$ cat config.mk
export PLATFORM = sky130hd
export DESIGN_NAME = intersection_sequencer
export DESIGN_NICKNAME = d
export VERILOG_FILES = /design/src/rtl/intersection_sequencer_pkg.sv /design/src/rtl/intersection_sequencer_phase_timer.sv /design/src/rtl/intersection_sequencer.sv
export SDC_FILE = /design/constraint.sdc
export NUM_CORES = 1
export LEC_CHECK = 0
export CAP_MARGIN = 20
export CORE_AREA = 4 4 47 57
export CTS_CLUSTER_DIAMETER = 100
export CTS_CLUSTER_SIZE = 12
export DETAILED_ROUTE_END_ITERATION = 10
export DIE_AREA = 0 0 51 61
export PLACE_DENSITY = 0.71
export SYNTH_ARGS = -nofsm -noshare
export SYNTH_HDL_FRONTEND = slang
export SYNTH_SLANG_ARGS = --single-unit
$ cat constraint.sdc
create_clock -name clk -period 2 [get_ports clk]
set_input_delay 0.2 -clock clk [delete_from_list [all_inputs] [get_ports clk]]
set_output_delay 0.2 -clock clk [all_outputs]
set_load 0.005 [all_outputs]
$ cat src/rtl/intersection_sequencer_pkg.sv
// Shared phase encoding and default timing for the intersection controllers.
// Phase values are the status encoding seen on the phase output.
package intersection_sequencer_pkg;

  typedef enum logic [2:0] {
    ALLRED_NS = 3'd0,
    NS_GREEN  = 3'd1,
    NS_YELLOW = 3'd2,
    ALLRED_EW = 3'd3,
    EW_GREEN  = 3'd4,
    EW_YELLOW = 3'd5
  } phase_e;

  localparam int DEF_GREEN_MIN = 8;
  localparam int DEF_GREEN_MAX = 20;
  localparam int DEF_YELLOW_T  = 3;
  localparam int DEF_ALLRED_T  = 2;
  localparam int DEF_CNT_W     = 8;

endpackage

$ cat src/rtl/intersection_sequencer_phase_timer.sv
// Per-phase cycle counter: zero on the cycle after clear, then counts up
// and sticks at all-ones.
module phase_timer #(
  parameter int CNT_W = 8
) (
  input  logic             clk,
  input  logic             clear,
  output logic [CNT_W-1:0] count
);

  logic [CNT_W-1:0] count_q;
  logic [CNT_W-1:0] count_d;

  always_comb begin
    count_d = count_q;
    if (clear) begin
      count_d = '0;
    end else if (count_q != '1) begin
      count_d = count_q + CNT_W'(1);
    end
  end

  // NOTE: no reset term here; the parent drives clear during its reset, so the
  // count is defined from the first post-reset cycle without a reset net.
  always_ff @(posedge clk) begin
    count_q <= count_d;
  end

  assign count = count_q;

endmodule

$ cat src/rtl/intersection_sequencer.sv
// Two-way traffic-light sequencer with demand-driven green, pedestrian
// request latches and walk lamps; all outputs come from registered state.
module intersection_sequencer
  import intersection_sequencer_pkg::*;
#(
  parameter int GREEN_MIN = DEF_GREEN_MIN,
  parameter int GREEN_MAX = DEF_GREEN_MAX,
  parameter int YELLOW_T  = DEF_YELLOW_T,
  parameter int ALLRED_T  = DEF_ALLRED_T,
  parameter int CNT_W     = DEF_CNT_W
) (
  input  logic       clk,
  input  logic       reset,
  input  logic       car_ns,
  input  logic       car_ew,
  input  logic       ped_ns,
  input  logic       ped_ew,
  output logic       ns_red,
  output logic       ns_yellow,
  output logic       ns_green,
  output logic       ew_red,
  output logic       ew_yellow,
  output logic       ew_green,
  output logic       walk_ns,
  output logic       walk_ew,
  output logic [2:0] phase
);

  if (GREEN_MIN < 1 || GREEN_MIN > GREEN_MAX || YELLOW_T < 1 || ALLRED_T < 1 ||
      CNT_W < 1 || CNT_W > 30 || GREEN_MAX >= (1 << CNT_W) ||
      YELLOW_T >= (1 << CNT_W) || ALLRED_T >= (1 << CNT_W)) begin : g_bad_params
    $error("intersection_sequencer: illegal timing parameter set");
  end

  localparam logic [2:0] S_ALLRED_NS = ALLRED_NS;
  localparam logic [2:0] S_NS_GREEN  = NS_GREEN;
  localparam logic [2:0] S_NS_YELLOW = NS_YELLOW;
  localparam logic [2:0] S_ALLRED_EW = ALLRED_EW;
  localparam logic [2:0] S_EW_GREEN  = EW_GREEN;
  localparam logic [2:0] S_EW_YELLOW = EW_YELLOW;

  localparam logic [CNT_W-1:0] GMIN_LAST   = CNT_W'(GREEN_MIN - 1);
  localparam logic [CNT_W-1:0] GMAX_LAST   = CNT_W'(GREEN_MAX - 1);
  localparam logic [CNT_W-1:0] YELLOW_LAST = CNT_W'(YELLOW_T - 1);
  localparam logic [CNT_W-1:0] ALLRED_LAST = CNT_W'(ALLRED_T - 1);

  logic [2:0]       state_q, state_d;
  logic             ped_ns_q, ped_ns_d;
  logic             ped_ew_q, ped_ew_d;
  logic             walk_ns_q, walk_ns_d;
  logic             walk_ew_q, walk_ew_d;
  logic [CNT_W-1:0] cnt;
  logic             timer_clear;

  phase_timer #(.CNT_W(CNT_W)) u_phase_timer (
    .clk   (clk),
    .clear (timer_clear),
    .count (cnt)
  );

  always_comb begin
    state_d = state_q;
    unique case (state_q)
      S_ALLRED_NS: if (cnt == ALLRED_LAST) state_d = S_NS_GREEN;
      S_NS_GREEN:
        if ((cnt >= GMIN_LAST && (car_ew || ped_ew_q)) || cnt == GMAX_LAST)
          state_d = S_NS_YELLOW;
      S_NS_YELLOW: if (cnt == YELLOW_LAST) state_d = S_ALLRED_EW;
      S_ALLRED_EW: if (cnt == ALLRED_LAST) state_d = S_EW_GREEN;
      S_EW_GREEN:
        if ((cnt >= GMIN_LAST && (car_ns || ped_ns_q)) || cnt == GMAX_LAST)
          state_d = S_EW_YELLOW;
      S_EW_YELLOW: if (cnt == YELLOW_LAST) state_d = S_ALLRED_NS;
      default:     state_d = S_ALLRED_NS;
    endcase
  end

  // A request arriving on the serving cycle wins over the clear and waits a round.
  always_comb begin
    ped_ns_d = ped_ns || (ped_ns_q && !(state_q == S_NS_GREEN && cnt == '0));
    ped_ew_d = ped_ew || (ped_ew_q && !(state_q == S_EW_GREEN && cnt == '0));
  end

  // Walk is decided once, on entry into the green, from the latch it will see.
  always_comb begin
    walk_ns_d = 1'b0;
    walk_ew_d = 1'b0;
    if (state_d == S_NS_GREEN) begin
      walk_ns_d = (state_q == S_NS_GREEN) ? walk_ns_q : ped_ns_d;
    end
    if (state_d == S_EW_GREEN) begin
      walk_ew_d = (state_q == S_EW_GREEN) ? walk_ew_q : ped_ew_d;
    end
  end

  assign timer_clear = reset || (state_d != state_q);

  // NOTE: non-blocking assignments keep every flop sampling pre-edge values,
  // independent of the order the simulator evaluates processes in.
  always_ff @(posedge clk) begin
    if (reset) begin
      state_q   <= S_ALLRED_NS;
      ped_ns_q  <= 1'b0;
      ped_ew_q  <= 1'b0;
      walk_ns_q <= 1'b0;
      walk_ew_q <= 1'b0;
    end else begin
      state_q   <= state_d;
      ped_ns_q  <= ped_ns_d;
      ped_ew_q  <= ped_ew_d;
      walk_ns_q <= walk_ns_d;
      walk_ew_q <= walk_ew_d;
    end
  end

  assign ns_green  = (state_q == S_NS_GREEN);
  assign ns_yellow = (state_q == S_NS_YELLOW);
  assign ns_red    = !(ns_green || ns_yellow);
  assign ew_green  = (state_q == S_EW_GREEN);
  assign ew_yellow = (state_q == S_EW_YELLOW);
  assign ew_red    = !(ew_green || ew_yellow);
  assign walk_ns   = walk_ns_q;
  assign walk_ew   = walk_ew_q;
  assign phase     = state_q;

endmodule

==> results of run 1 <==
## power by group through the flow
stage	Clock (mW)	Sequential, mW	Combinational (mW)
after floorplan	0	0.347	0.128
after global placement	0	0.359	0.195
after detailed placement	0	0.361	0.196
after CTS	0.184	0.355	0.197
after global routing	0.201	0.361	0.228
final	0.176	0.356	0.201
## sequential cells by signal, indices dropped and copies added (netlist names)
name	cells
u_phase_timer.count	8
phase	3
ped_ew_q	1
ped_ns_q	1
walk_ew	1
walk_ns	1
## worst max-delay path: cells and delay by family, from the launching register on
kind,cells,cell delay [ns]
flops,1,0.36
mux,1,0.36
compound gates,2,0.57
simple gates,2,0.58
## final cells by class
cell class | instances | area [sq um] | share of cell area [%]
well taps | 30 | 37.54 | 3.093
multi-input cells | 92 | 618.1 | 50.93
repair buffers | 22 | 205.2 | 16.91
flip-flops and latches | 15 | 304.0 | 25.05
clock buffers | 4 | 26.28 | 2.165
inverters | 6 | 22.52 | 1.856
## what timing repair did
action	4_1_cts	5_1_grt
pin swaps	0	2
buffers inserted	0	0
resized for setup	2	7
setup endpoints to repair	3	10
## metal layers
| layer | track usage [%] | vias up | part of all wire [%] | wire, um |
|---|---|---|---|---|
| met5 | 0 | - | 0 | 0 |
| met3 | 3.194 | 5 | 3.3 | 76 |
| met1 | 18.44 | 451 | 43 | 990 |
| met2 | 29.65 | 18 | 52 | 1193 |
| li1 | - | 476 | - | - |
| met4 | 7.308 | 0 | 1.7 | 38 |
## through the flow
| step | cells | setup WS [ns] | cell area, sq um |
|---|---|---|---|
| CTS | 169 | 0.007670 | 1191 |
| global route | 169 | -0.01629 | 1214 |
| finish | 169 | 0.03217 | 1214 |
| detailed placement | 165 | 0.06463 | 1161 |
| floorplan | 117 | 0.05099 | 934.6 |
| global placement | 165 | 0.08597 | 1161 |
## layout by cell type, fill, tap and decap left out, types with 2 or more instances in the layout
master,instances
clkdlybuf4s50_1,16
dfxtp_1,12
nor2_1,11
nor3_1,10
nand3_1,9
nand2_1,7
a21oi_1,7
inv_1,6
o21ai_0,6
buf_4,6
nand4_1,4
ha_1,4
nand2b_1,3
clkbuf_4,3
dfxtp_2,3
nor2_2,2
a2111oi_2,2
and4_1,2
xor2_1,2
## how the worst min path moves through the flow
stage | start | end | slack (ns)
finish | ped_ew_q | ped_ew_q | 0.53
global placement | ped_ew_q | ped_ew_q | 0.50
global route | ped_ew | ped_ew_q | 0.57
floorplan | reset | phase[0] | 0.27
CTS | ped_ew | ped_ew_q | 0.53
detailed placement | ped_ew_q | ped_ew_q | 0.51
## cell families after synthesis
logic type	after synthesis	synth area share, %
compound gates	27	21.82
simple gates	56	31.46
buf+inv	10	4.149
xor+xnor	3	2.812
mux	2	2.276
flops	15	32.13
fa+ha+maj	4	5.355
==> flow_summary.yaml, run 1 <==
outcome:
  status: "finished clean"
power:
  power_switching_mw: 0.2361
  worst_ir_drop_vdd_mv: 0.4554
  combPwrFrac_pct: 27.4
  p_int_mw: 0.4978
  power_frac_clock_pct: 24.0
  swShare_pct: 32.17
  power_mw: 0.7339
  power_density_nw_per_um2: 604.7
  seqPwrFrac_pct: 48.5
  leakage_nw: 0.4418
sta:
  finalCritPeriodShare_pct: 98.39
  fmax_ghz: 0.5082
  setup_viol_count_final: 0
  timing_hold_violations_final: 0
  final.setup.tns_ns: 0
  rsz0062_at_grt: "yes"
  slew_headroom_pct: 75.29
  hold_slack_ns: 0.5256
  fin_skew_ns: 0.0006171
  min_period_ns: 1.968
  slew_viol_final: 0
  worst_slew_pin_slew_ns: 0.3659
floorplanning:
  ios: 17
  die_area_sq_um: 3111
  die_w_um: 51
  die_h_um: 61
  core_sq_um: 2095
  initial_utilization_pct: 44.62
  placementRows: 18
clock_tree:
  clkTransAtPathRegs_ns: 0.09
  clock-sinks: 15
  htreeDepth: 1
  holdBufCountCts: 0
  clock_path_buffers: 2
  clockRootBuffer: "clkbuf_4"
  cts-buffers-inserted: 3
  insertion_delay_ns: 0.28
  tritoncts: "done"
critical_path:
  rr_endpoint: "u_phase_timer.count[2]"
  arrival_ns: 2.16
  cp_slowest_cell: "dfxtp_2"
  worstPathCellList: "nor4_2 > and3_1 > mux2_2 > o21a_2 > a2111oi_2"
  end_kind: "register"
  r2r_cells: 5
  cp.required_ns: 2.19
  cp_slowest_stage_delay_ns: 0.36
  start_kind: "register"
  cp_max_fo: 8
  rrSetupSlack_ns: 0.03
  path_class: "register to register"
  r2r-start: "u_phase_timer.count[7]"
  startpoint: "u_phase_timer.count[7]"
  cp-endpoint: "u_phase_timer.count[2]"
global_routing:
  overflow: 0
  grt_pass1_vias: 883
  antenna_found_initial: 0
  grt_util_all_layers_pct: 16.31
  grt_max_degree: 16
  grt_pass1_wl_um: 3822
logic_synthesis:
  synth-edff-count: 0
  synth_area_leaders: "dfxtp_1 (32%), ha_1 (5.4%), nor3_1 (5.4%)"
  synthTopCellsByCount: "dfxtp_1 (15), nor2_1 (13), nor3_1 (10)"
  synth-main-ff-cell: "dfxtp_1"
  yosysUniqueCellTypes: 38
  synthCells: 117
  yosys_warnings: 0
  yosysTopAreaCell: "dfxtp_1"
  synth_nets: 127
  syn_area_sq_um: 934.6
  ys_seq_area_share_pct: 32.13
  synth_area_per_cell_sq_um: 7.988
  ys_ff_latch: 15
  synth.most_common_cell: "dfxtp_1"
  async_flop_share_pct: 0
  synth_top_cell_area_share_pct: 32.13
layout:
  final_nets: 150
  antenna_cells: 0
  areaGrowthSynthToFinish_pct: 29.85
  nFillCells: 197
  post-route-util_pct: 57.95
  final_layout_size_suffix_gt1_share_pct: 18.71
place:
  portBuffers: 16
  place.gp.congestion: 0.8184
  hpwl_um: 1794
route:
  totalWireLength_um: 2298
  dr.pass1.iters: 4
  drtIter0Drc: 33
  avgRoutedWirePerCell_um: 13.60
  num_vias: 950
  antenna_left: 0
  avgViaCountPerCell: 5.621
  post-route-drc-count: 0
job:
  maxCapViolations: 0
hold_path:
  hold_depth: 2
  hold_path_class: "register to register"
Note: power is estimated with default switching activity, not from simulation.
==> inputs of run 2 (changes only) <==
--- a/config.mk
+++ b/config.mk
@@ -6,12 +6,12 @@
 export NUM_CORES = 1
 export LEC_CHECK = 0
 export CAP_MARGIN = 20
-export CORE_AREA = 4 4 47 57
+export CORE_AREA = 2 2 43 53
 export CTS_CLUSTER_DIAMETER = 100
 export CTS_CLUSTER_SIZE = 12
 export DETAILED_ROUTE_END_ITERATION = 10
-export DIE_AREA = 0 0 51 61
-export PLACE_DENSITY = 0.71
+export DIE_AREA = 0 0 45 55
+export PLACE_DENSITY = 0.73
 export SYNTH_ARGS = -nofsm -noshare
 export SYNTH_HDL_FRONTEND = slang
 export SYNTH_SLANG_ARGS = --single-unit
==> constraint.sdc (replaced) <==
create_clock -name clk -period 1.9 [get_ports clk]
set_input_delay 0.19 -clock clk [delete_from_list [all_inputs] [get_ports clk]]
set_output_delay 0.19 -clock clk [all_outputs]
set_load 0.005 [all_outputs]
==> flow_summary.yaml, run 2 (synthesized netlist as in run 1, its figures left out) <==
outcome:
  status: "finished clean"
route:
  totalWireLength_um: 2252
  avgRoutedWirePerCell_um: 13.65
  antenna_left: 0
  avgViaCountPerCell: 5.873
  num_vias: 969
  post-route-drc-count: 0
  drtIter0Drc: 24
  dr.pass1.iters: 4
hold_path:
  hold_path_class: "input port to register"
global_routing:
  grt_pass1_wl_um: 3525
  grt_util_all_layers_pct: 19.26
  grt_max_degree: 12
  overflow: 0
  grt_pass1_vias: 840
  antenna_found_initial: 0
layout:
  final_nets: 156
  final_common_cell: "clkdlybuf4s50_1"
  multi_input_area_sq_um: 634.4
  most-common-layout-cells: "clkdlybuf4s50_1 (16), buf_4 (12), nor2_1 (10), nor3_1 (10), dfxtp_1 (10)"
  antenna_cells: 0
  final_layout_size_suffix_gt1_share_pct: 23.45
  register_area_sq_um: 309.0
  post-route-util_pct: 63.95
  nFillCells: 174
  areaGrowthSynthToFinish_pct: 35.61
  finalInstanceArea_sq_um: 1267
  largest_reg_flops: 8
  stdcell_count: 165
sta:
  fmax_ghz: 0.5445
  timing_hold_violations_final: 0
  fin_skew_ns: 0.001050
  rsz0062_at_grt: "yes"
  slew_headroom_pct: 78.70
  final.setup.tns_ns: 0
  setup_slack_ns: 0.06355
  worst_slew_pin_slew_ns: 0.3170
  setup_viol_count_final: 0
  min_period_ns: 1.836
  slew_viol_final: 0
  finalCritPeriodShare_pct: 96.66
critical_path:
  start_kind: "register"
  cp_num_buf_inv: 0
  cp_slowest_cell: "or4_4"
  cp_slowest_stage_delay_ns: 0.55
  arrival_ns: 2.03
  end_kind: "register"
  cp.required_ns: 2.09
  path_class: "register to register"
  cp_max_fo: 8
  worstPathCellList: "or4_4 > o32ai_2 > a21boi_2 > o21a_4 > a2111oi_2"
  crit_family: "compound AO/OA/AOI/OAI gates"
power:
  power_density_nw_per_um2: 623.9
  worst_ir_drop_vdd_mv: 0.5486
  leakage_nw: 0.4792
place:
  place.gp.congestion: 0.8723
  hpwl_um: 1840
  dp_slack_ns: -0.006272
  dp.cells: 161
  place_area_sq_um: 1202
  portBuffers: 16
clock_tree:
  tritoncts: "done"
  clkTransAtPathRegs_ns: 0.09
  htreeDepth: 1
  holdBufCountCts: 0
  clock-sinks: 15
  post_cts_buffers: 0
  cts-buffers-inserted: 3
  insertion_delay_ns: 0.28
  clockRootBuffer: "clkbuf_4"
  clock_path_buffers: 2
floorplanning:
  die_h_um: 55
  placementRows: 18
  ios: 17
  core_sq_um: 1982
  die_area_sq_um: 2475
  die_w_um: 45
  initial_utilization_pct: 47.16
job:
  maxCapViolations: 0
[run 2: worst paths after layout]
| path | start | end | slack [ns] | cells after the start |
|---|---|---|---|---|
| setup / recovery | u_phase_timer.count[7] | u_phase_timer.count[2] | 0.06 | 5 |
| hold / removal | ped_ew | ped_ew_q | 0.54 | 3 |
| setup reg to reg | u_phase_timer.count[7] | u_phase_timer.count[2] | 0.06 | 5 |
| hold reg to reg | ped_ew_q | ped_ew_q | 0.55 | 2 |
[run 2: stage by stage]
stage          hold WS [ns]  power (mW)
5_1_grt              0.5503      0.8401
4_1_cts              0.5243      0.7919
6_report             0.5391      0.7908
3_5_place_dp         0.5262      0.6052
2_1_floorplan        0.2591      0.5004
3_3_place_gp         0.5018      0.5988
[run 2: worst reg2reg max path, cell delays in order (launching register included)]
cell and delay, ns:
dfxtp_2 0.35, or4_4 0.55, o32ai_2 0.23, a21boi_2 0.10
o21a_4 0.26, a2111oi_2 0.26
[run 2: area by class of cell]
| class | count | area share [%] |
|---|---|---|
| Inverter | 6 | 1.777 |
| Multi-Input combinational cell | 92 | 50.05 |
| Tap cell | 20 | 1.974 |
| Timing Repair Buffer | 28 | 19.74 |
| Clock buffer | 4 | 2.073 |
| Sequential cell | 15 | 24.38 |
[run 2: power by group]
group	total, mW	leakage [nW]	switching (mW)	internal, mW
clock	0.182	0.0150	0.100	0.0816
combinational	0.239	0.339	0.122	0.117
sequential	0.370	0.125	0.0298	0.340
[run 2: routing by layer]
| metal | part of all wire, % | GRT usage [%] | routed length (um) |
|---|---|---|---|
| met5 | 0 | 0 | 0 |
| met2 | 55 | 36.19 | 1238 |
| met4 | 0.93 | 7.843 | 21 |
| met1 | 41 | 21.65 | 917 |
| met3 | 3.3 | 2.273 | 75 |
[run 2: timing repair]
| item | in CTS | in global routing |
|---|---|---|
| pin swaps | 1 | 3 |
| gates resized for setup | 5 | 9 |
| setup endpoints to repair | 6 | 10 |
